==> src/rtl/mem_port_ctrl.sv <==
// mem_port_ctrl: memory access sequencer between the multicycle control unit
// and the unified instruction/data memory. Converts one-state read/write
// strobes into a req/ack handshake with a variable-latency memory, owns IR and
// MDR, and stalls the control unit through mem_busy while an access is open.
module mem_port_ctrl #(
  parameter int DW      = 16,
  parameter int AW      = 12,
  parameter int TIMEOUT = 255
) (
  input  logic          clk,
  input  logic          init_n,
  input  logic          memRead,
  input  logic          memWrite,
  input  logic          IorD,
  input  logic          IRwrite,
  input  logic [AW-1:0] pc,
  input  logic [DW-1:0] wdata,
  output logic          m_req,
  output logic          m_we,
  output logic [AW-1:0] m_addr,
  output logic [DW-1:0] m_wdata,
  input  logic          m_ack,
  input  logic [DW-1:0] m_rdata,
  output logic [DW-1:0] ir,
  output logic [DW-1:0] mdr,
  output logic          mem_busy,
  output logic          mem_done,
  output logic          mem_err
);

  typedef enum logic [1:0] {
    S_IDLE = 2'd0,
    S_REQ  = 2'd1,
    S_DONE = 2'd2
  } state_t;

  // Access captured in IDLE and held unchanged for the whole REQ phase.
  typedef struct packed {
    logic          we;
    logic          ir_cap;
    logic [AW-1:0] addr;
    logic [DW-1:0] wdata;
  } req_t;

  // Watchdog limit; a zero limit never matches because the enable gates it.
  localparam logic [7:0] TO_LIM = 8'(TIMEOUT);
  localparam bit         TO_EN  = (TIMEOUT != 0);

  state_t        r_state;
  state_t        w_nxt;
  req_t          r_req;
  logic [7:0]    r_timer;
  logic [DW-1:0] r_ir;
  logic [DW-1:0] r_mdr;
  logic          r_err;

  logic          w_strobe;
  logic          w_conflict;
  logic [7:0]    w_tmr_inc;
  logic          w_timeout;

  assign w_strobe   = memRead | memWrite;
  assign w_conflict = memRead & memWrite;
  // Timer saturates so a disabled watchdog cannot wrap.
  assign w_tmr_inc  = (r_timer == 8'hFF) ? r_timer : r_timer + 8'd1;
  // Abort on the REQ cycle that would bring the wait count up to the limit.
  assign w_timeout  = TO_EN && (w_tmr_inc == TO_LIM);

  // State register; reset drops m_req immediately since m_req decodes state.
  always_ff @(posedge clk or negedge init_n) begin
    if (!init_n) r_state <= S_IDLE;
    else         r_state <= w_nxt;
  end

  // Next state and handshake outputs.
  always_comb begin
    w_nxt    = r_state;
    m_req    = 1'b0;
    m_we     = 1'b0;
    mem_busy = 1'b0;
    mem_done = 1'b0;
    case (r_state)
      S_IDLE: begin
        mem_busy = w_strobe;
        if (w_strobe) w_nxt = S_REQ;
      end
      S_REQ: begin
        m_req    = 1'b1;
        m_we     = r_req.we;
        mem_busy = 1'b1;
        if (m_ack || w_timeout) w_nxt = S_DONE;
      end
      S_DONE: begin
        // Strobes still high here belong to the access just finished.
        mem_done = 1'b1;
        w_nxt    = S_IDLE;
      end
      default: w_nxt = S_IDLE;
    endcase
  end

  // Request capture, wait timer, IR/MDR load and sticky error.
  always_ff @(posedge clk or negedge init_n) begin
    if (!init_n) begin
      r_req   <= '0;
      r_timer <= 8'd0;
      r_ir    <= '0;
      r_mdr   <= '0;
      r_err   <= 1'b0;
    end else begin
      case (r_state)
        S_IDLE: begin
          if (w_strobe) begin
            // A simultaneous read+write resolves as a write and is flagged.
            r_req.we     <= memWrite;
            r_req.ir_cap <= IRwrite & ~memWrite;
            r_req.addr   <= IorD ? r_ir[AW-1:0] : pc;
            r_req.wdata  <= wdata;
            r_timer      <= 8'd0;
            if (w_conflict) r_err <= 1'b1;
          end
        end
        S_REQ: begin
          if (m_ack) begin
            if (!r_req.we) begin
              r_mdr <= m_rdata;
              if (r_req.ir_cap) r_ir <= m_rdata;
            end
          end else begin
            r_timer <= w_tmr_inc;
            if (w_timeout) r_err <= 1'b1;
          end
        end
        default: ;
      endcase
    end
  end

  assign m_addr  = r_req.addr;
  assign m_wdata = r_req.wdata;
  assign ir      = r_ir;
  assign mdr     = r_mdr;
  assign mem_err = r_err;

endmodule

==> config.mk <==
export PLATFORM = sky130hd
export DESIGN_NAME = mem_port_ctrl
export DESIGN_NICKNAME = d
export VERILOG_FILES = /design/src/rtl/mem_port_ctrl.sv
export SDC_FILE = /design/constraint.sdc
export NUM_CORES = 1
export LEC_CHECK = 0
export ABC_AREA = 1
export BUFFER_PORTS_ARGS = -buffer_cell sky130_fd_sc_hd__buf_2
export CAP_MARGIN = 20
export CORE_AREA = 2 2 126 116
export CTS_CLUSTER_DIAMETER = 100
export DETAILED_ROUTE_END_ITERATION = 10
export DIE_AREA = 0 0 128 118
export GPL_TIMING_DRIVEN = 0
export MAX_ROUTING_LAYER = met4
export RECOVER_POWER = 50
export SYNTH_ARGS = -nofsm -noshare
export SYNTH_HDL_FRONTEND = slang
export SYNTH_SLANG_ARGS = --single-unit
==> constraint.sdc <==
create_clock -name clk -period 1.9 [get_ports clk]
set_input_delay 0.38 -clock clk [delete_from_list [all_inputs] [get_ports clk]]
set_output_delay 0.38 -clock clk [all_outputs]
set_load 0.005 [all_outputs]
==> flow_metrics.py, run 1 <==
metrics = {
    "critical_path": {
        "crit_buf_inv": 2,
        "crit_family": "flip-flops",
        "worstSetupEndpointType": "output port",
        "crit_fanout": 10,
        "path_cells": "nor2_4, o21ai_4, clkbuf_8, nand2_1, buf_2",
        "critical_path_class": "reg2out",
        "critPathLaunchType": "register",
        "cpPeakStageDelay_ns": 0.44,
        "arrival_ns": 1.42,
        "cp_slowest_cell": "dfrtp_1",
        "crit_required_ns": 1.52,
    },
    "yosys": {
        "synth_area_um2": 3380,
        "netlist.area_leader.share": 0.541,
        "synth_area_leaders": "dfrtp_1 (54%), nand2_1 (16%), buf_4 (6.2%), o21ai_0 (4.9%), o21ai_1 (4.9%)",
        "synth_warnings": 0,
        "ys_seq_area_frac": 0.541,
        "synth_seq_cells": 73,
        "postSynthCellCount": 404,
        "yosysTopAreaCell": "dfrtp_1",
        "synth.avg_cell_area_um2": 8.36,
        "synth_cell_types": 24,
        "syn_nets": 456,
    },
    "global_routing": {
        "grt.overflow.total": 0,
        "grt_first_pass_wirelength_um": 14800,
        "first_global_vias": 2971,
        "grt_usage": 0.129,
        "antenna_found_initial": 0,
        "grt_max_degree": 38,
    },
    "detailed_routing": {
        "route.detailed.drc": 0,
        "wl_per_cell_um": 12.6,
        "num_vias": 2912,
        "drt_iter0_drc": 138,
        "dr.pass1.iters": 4,
        "final_antenna_net_count": 0,
        "avgViaCountPerCell": 4.11,
        "drt_wl_total_um": 8890,
    },
    "clock_tree": {
        "clock_latency_ns": 0.34,
        "cts-root-buf": "clkbuf_16",
        "ctsHtreeMaxLevel": 3,
        "ctsHoldBuffers": 0,
        "numCtsBuffers": 9,
        "cts_sinks": 73,
        "cts_tree": "built",
        "clockBufferDepth": 2,
        "path_clk_slew_ns": 0.06,
    },
    "sta": {
        "timing.hold.ws_ns": 0.188,
        "setup_violations": 0,
        "drv_slew": 0,
        "max_freq_ghz": 0.554,
        "min_period_ns": 1.80,
        "finalCritPeriodShare": 0.950,
        "relSlewSlack": 0.365,
        "max_slew.worst_pin.slew_ns": 0.952,
        "rsz0062_at_grt": "false",
        "finClkSkew_ns": 0.0102,
        "finalHoldViolations": 0,
    },
    "placement": {
        "hpwl_um": 6800,
        "place.port_buffers": 115,
        "place_congestion": 0.883,
    },
    "pwr": {
        "p_clk_frac": 0.251,
        "power.total_uw": 6950,
        "comb_power_share": 0.365,
        "switchingPower_uw": 2440,
        "p_int_uw": 4510,
        "peakVddDrop_v": 0.000805,
        "p_leak_uw": 0.00244,
        "pwr_density_cell_nw_per_um2": 1540,
        "sw_frac_of_total": 0.351,
        "pwr-share-seq": 0.384,
    },
    "final_layout": {
        "num_antenna_cells": 0,
        "layout.cells.most_common": "nand2_1",
        "layout_common_cells": "nand2_1 (143), buf_2 (107), dfrtp_1 (73), inv_1 (42)",
        "drive_above_1_share": 0.319,
        "final_nets": 583,
        "synthToLayoutAreaGrowth_pct": 33.5,
    },
    "job": {
        "max_cap_viol_count": 0,
    },
    "floorplanning": {
        "start_util": 0.246,
        "placeableCoreArea_um2": 13700,
        "die-area_um2": 15100,
        "rows": 41,
        "die_w_um": 128,
        "fp.dieH_um": 118,
        "io_pins": 116,
    },
    "status": {
        "status": "complete, no violations",
    },
    "worst_hold_path": {
        "hold_class": "in2async",
    },
}
## Yosys cell counts
cell type	number
a21oi_1	1
buf_2	6
buf_4	28
clkbuf_1	7
dfrtp_1	73
ha_1	1
inv_1	41
inv_2	3
nand2_1	143
nand2_2	3
nand2_4	1
nand3_1	12
nand3b_1	1
nor2_1	5
nor2_2	4
nor2_4	2
nor2_8	1
nor3_1	1
nor3_2	1
o21ai_0	33
o21ai_1	33
o21ai_2	2
xnor2_1	1
xor2_1	1
## worst paths after layout
| kind | startpoint | to | slack [ns] | cells after the start |
|---|---|---|---|---|
| max | r_state[1] | mem_busy | 0.1 | 5 |
| min | init_n | m_wdata[4] | 0.19 | 1 |
| max reg2reg | r_state[0] | r_timer[0] | 0.27 | 7 |
| min reg2reg | mem_err | mem_err | 0.46 | 2 |
| max in group asynchronous | init_n | m_addr[4] | 0.99 | 2 |
| min in group clk | wdata[6] | m_wdata[6] | 0.24 | 3 |
## worst reg2reg max path: cells and delay by family (launching register included)
family,cells,cell delay [ns]
DFF,1,0.41
and+or+nand+nor,3,0.66
buffers and inverters,3,0.32
AOI/OAI and AO/OA,1,0.13
## sequential cells by signal (all words and copies together) (netlist names)
register,flops
r_req,2
m_addr,12
mdr,16
ir,16
m_wdata,16
r_state,2
mem_err,1
r_timer,8
## power groups by stage
stage | registers (uW) | clock network [uW] | logic (uW)
6_report | 2670 | 1740 | 2540
5_1_grt | 2750 | 1900 | 2900
4_1_cts | 2670 | 1820 | 2620
3_5_place_dp | 2680 | 0 | 2580
3_3_place_gp | 2650 | 0 | 2530
2_1_floorplan | 2590 | 0 | 1500
## cell type report
cell class                      count  area (um2)
Fill cell                        1489        9240
Tap cell                          172         215
Multi-Input combinational cell    246        1130
Sequential cell                    73        1830
Clock inverter                      6        72.6
Clock buffer                       10         239
Timing Repair Buffer              116         579
Inverter                           44         165
Buffer                             41         277
## kinds of logic after synthesis
| kind of cell | share of synthesized area |
|---|---|
| buffers and inverters | 0.128 |
| adders and majority gates | 0.00370 |
| DFF | 0.541 |
| AOI/OAI and AO/OA | 0.104 |
| and+or+nand+nor | 0.218 |
| xor gates and xnor gates | 0.00519 |
## per-layer routing
layer  wire (um)  vias up  global-route usage
li1            -     1486                   -
met1        4030     1346               0.163
met2        4300       71               0.202
met3         433        9              0.0318
met4         125        0              0.0453
met5           0        -                   -
## timing repair
action	in CTS	in global routing
gates resized for setup	5	1
setup buffers	0	0
setup endpoints to repair	1	1
## per-stage QoR
step	setup WS [ns]	util	area [um2]	instances	setup TNS, ns
final	0.0953	0.328	4510	708	0
after global routing	0.0109	0.328	4510	708	0
after CTS	0.00347	0.329	4520	708	0
after detailed placement	-0.0821	0.305	4190	692	-0.0821
after global placement	-0.0827	0.303	4170	691	-1.05
after floorplan	0.481	-	3380	404	0
Note: power is estimated with default switching activity, not from simulation.
==> inputs of run 2 (changes only) <==
--- a/config.mk
+++ b/config.mk
@@ -6,7 +6,7 @@
 export NUM_CORES = 1
 export LEC_CHECK = 0
 export ABC_AREA = 1
-export BUFFER_PORTS_ARGS = -buffer_cell sky130_fd_sc_hd__buf_2
+export BUFFER_PORTS_ARGS = -buffer_cell sky130_fd_sc_hd__buf_4
 export CAP_MARGIN = 20
 export CORE_AREA = 2 2 126 116
 export CTS_CLUSTER_DIAMETER = 100
==> flow_metrics.py, run 2 (synthesis results as in run 1) <==
metrics = {
    "status": {
        "status": "finished, violations left",
        "violations": "capacitance limit, slew limit",
    },
    "pwr": {
        "comb_power_share": 0.390,
        "p_leak_uw": 0.00252,
        "pwr-share-seq": 0.362,
        "p_int_uw": 4910,
        "p_clk_frac": 0.248,
        "sw_frac_of_total": 0.330,
        "switchingPower_uw": 2420,
        "pwr_density_cell_nw_per_um2": 1540,
        "peakVddDrop_v": 0.000590,
    },
    "critical_path": {
        "arrival_ns": 1.42,
        "cp_slowest_cell": "dfrtp_1",
        "worstSetupEndpointType": "output port",
        "worst_r2r_endpoint": "r_state[0]",
        "path_depth": 5,
        "cpPeakStageDelay_ns": 0.44,
        "cp-endpoint": "mem_busy",
        "crit_family": "flip-flops",
        "r2r_start": "r_timer[1]",
        "crit_buf_inv": 2,
        "rr_worst_depth": 10,
        "crit_fanout": 10,
        "path_cells": "nor2_4, o21ai_4, clkbuf_8, nand2_1, buf_4",
        "r2r_slack_ns": 0.30,
        "crit_start": "r_state[1]",
        "critPathLaunchType": "register",
        "critical_path_class": "reg2out",
        "crit_required_ns": 1.52,
    },
    "detailed_routing": {
        "num_vias": 2930,
        "final_antenna_net_count": 0,
        "wl_per_cell_um": 12.5,
        "route.detailed.drc": 0,
        "drt_wl_total_um": 8840,
        "drt_iter0_drc": 147,
        "avgViaCountPerCell": 4.15,
        "dr.pass1.iters": 4,
    },
    "clock_tree": {
        "ctsHoldBuffers": 0,
        "clockBufferDepth": 2,
        "path_clk_slew_ns": 0.06,
        "clock_latency_ns": 0.34,
        "cts-root-buf": "clkbuf_16",
        "cts_sinks": 73,
        "cts_tree": "built",
        "ctsHtreeMaxLevel": 3,
        "numCtsBuffers": 9,
    },
    "placement": {
        "hpwl_um": 6700,
        "place_congestion": 0.841,
        "place.port_buffers": 115,
        "dp.cells": 691,
    },
    "sta": {
        "fin_tns_setup_ns": 0,
        "finalCritPeriodShare": 0.950,
        "setup_violations": 0,
        "relSlewSlack": -0.106,
        "drv_slew": 74,
        "finalHoldViolations": 0,
        "min_period_ns": 1.80,
        "max_slew.worst_pin.slew_ns": 1.66,
        "rsz0062_at_grt": "false",
        "max_freq_ghz": 0.554,
        "finClkSkew_ns": 0.00706,
    },
    "final_layout": {
        "final_nets": 582,
        "drive_above_1_share": 0.331,
        "synthToLayoutAreaGrowth_pct": 41.5,
        "layout_common_cells": "nand2_1 (143), buf_4 (111), dfrtp_1 (73), inv_1 (42)",
        "layout.cells.most_common": "nand2_1",
        "num_antenna_cells": 0,
        "final_cell_count_no_fill": 706,
        "fillers": 1448,
    },
    "global_routing": {
        "grt_max_degree": 74,
        "grt_usage": 0.129,
        "antenna_found_initial": 0,
        "grt.overflow.total": 0,
        "first_global_vias": 2964,
        "grt_first_pass_wirelength_um": 14800,
    },
    "floorplanning": {
        "placeableCoreArea_um2": 13700,
        "rows": 41,
        "die_w_um": 128,
        "fp.dieH_um": 118,
        "start_util": 0.246,
        "io_pins": 116,
        "die-area_um2": 15100,
    },
    "worst_hold_path": {
        "hold_class": "in2reg",
    },
    "job": {
        "max_cap_viol_count": 1,
    },
}
[run 2: layer usage]
layer  GRT usage  wire length [um]  share of wire
met2       0.196              4120           0.47
met1       0.162              4050           0.46
met4      0.0646               231          0.026
met3      0.0286               441          0.050
met5           -                 0              0
[run 2: cell type report]
type | instances | area [um2] | share of cell area
sequential | 73 | 1830 | 0.382
multi-input combinational | 246 | 1130 | 0.237
timing repair buffer | 115 | 842 | 0.176
buffer | 41 | 277 | 0.0579
clock buffer | 9 | 225 | 0.0471
tap | 172 | 215 | 0.0450
inverter | 44 | 165 | 0.0346
clock inverter | 6 | 92.6 | 0.0194
[run 2: power by group through the flow]
| stage | registers (uW) | logic, uW | clock network [uW] |
|---|---|---|---|
| 3_3_place_gp | 2660 | 2910 | 0 |
| 5_1_grt | 2750 | 3220 | 1960 |
| 4_1_cts | 2670 | 2990 | 1890 |
| 3_5_place_dp | 2680 | 2960 | 0 |
| 2_1_floorplan | 2590 | 1500 | 0 |
| 6_report | 2660 | 2860 | 1820 |
[run 2: worst min path at each step]
stage	endpoint	from	cells past startpoint
final	m_wdata[4]	wdata[4]	3
after global routing	m_wdata[4]	wdata[4]	3
after CTS	m_wdata[5]	init_n	1
after detailed placement	mem_err	mem_err	2
after global placement	mem_err	mem_err	2
after floorplan	ir[0]	init_n	0
[run 2: tightest hold or removal path, cell delays in order]
cell     delay [ns]
buf_4          0.07
nand2_1        0.04
nand2_1        0.04
[run 2: metrics by stage]
| step | power, uW | setup WS (ns) | hold slack [ns] | instance area [um2] | utilization |
|---|---|---|---|---|---|
| after global routing | 7940 | 0.0267 | 0.230 | 4780 | 0.347 |
| after global placement | 5570 | -0.101 | 0.453 | 4460 | 0.324 |
| final | 7330 | 0.0955 | 0.229 | 4780 | 0.347 |
| after detailed placement | 5630 | -0.0982 | 0.462 | 4460 | 0.324 |
| after floorplan | 4090 | 0.481 | 0.0844 | 3380 | - |
| after CTS | 7540 | 0.000986 | 0.215 | 4790 | 0.349 |
[run 2: what timing repair did]
item / CTS / global route
setup endpoints to repair: 1 / 1
resized for setup: 5 / 1
buffers inserted: 0 / 0
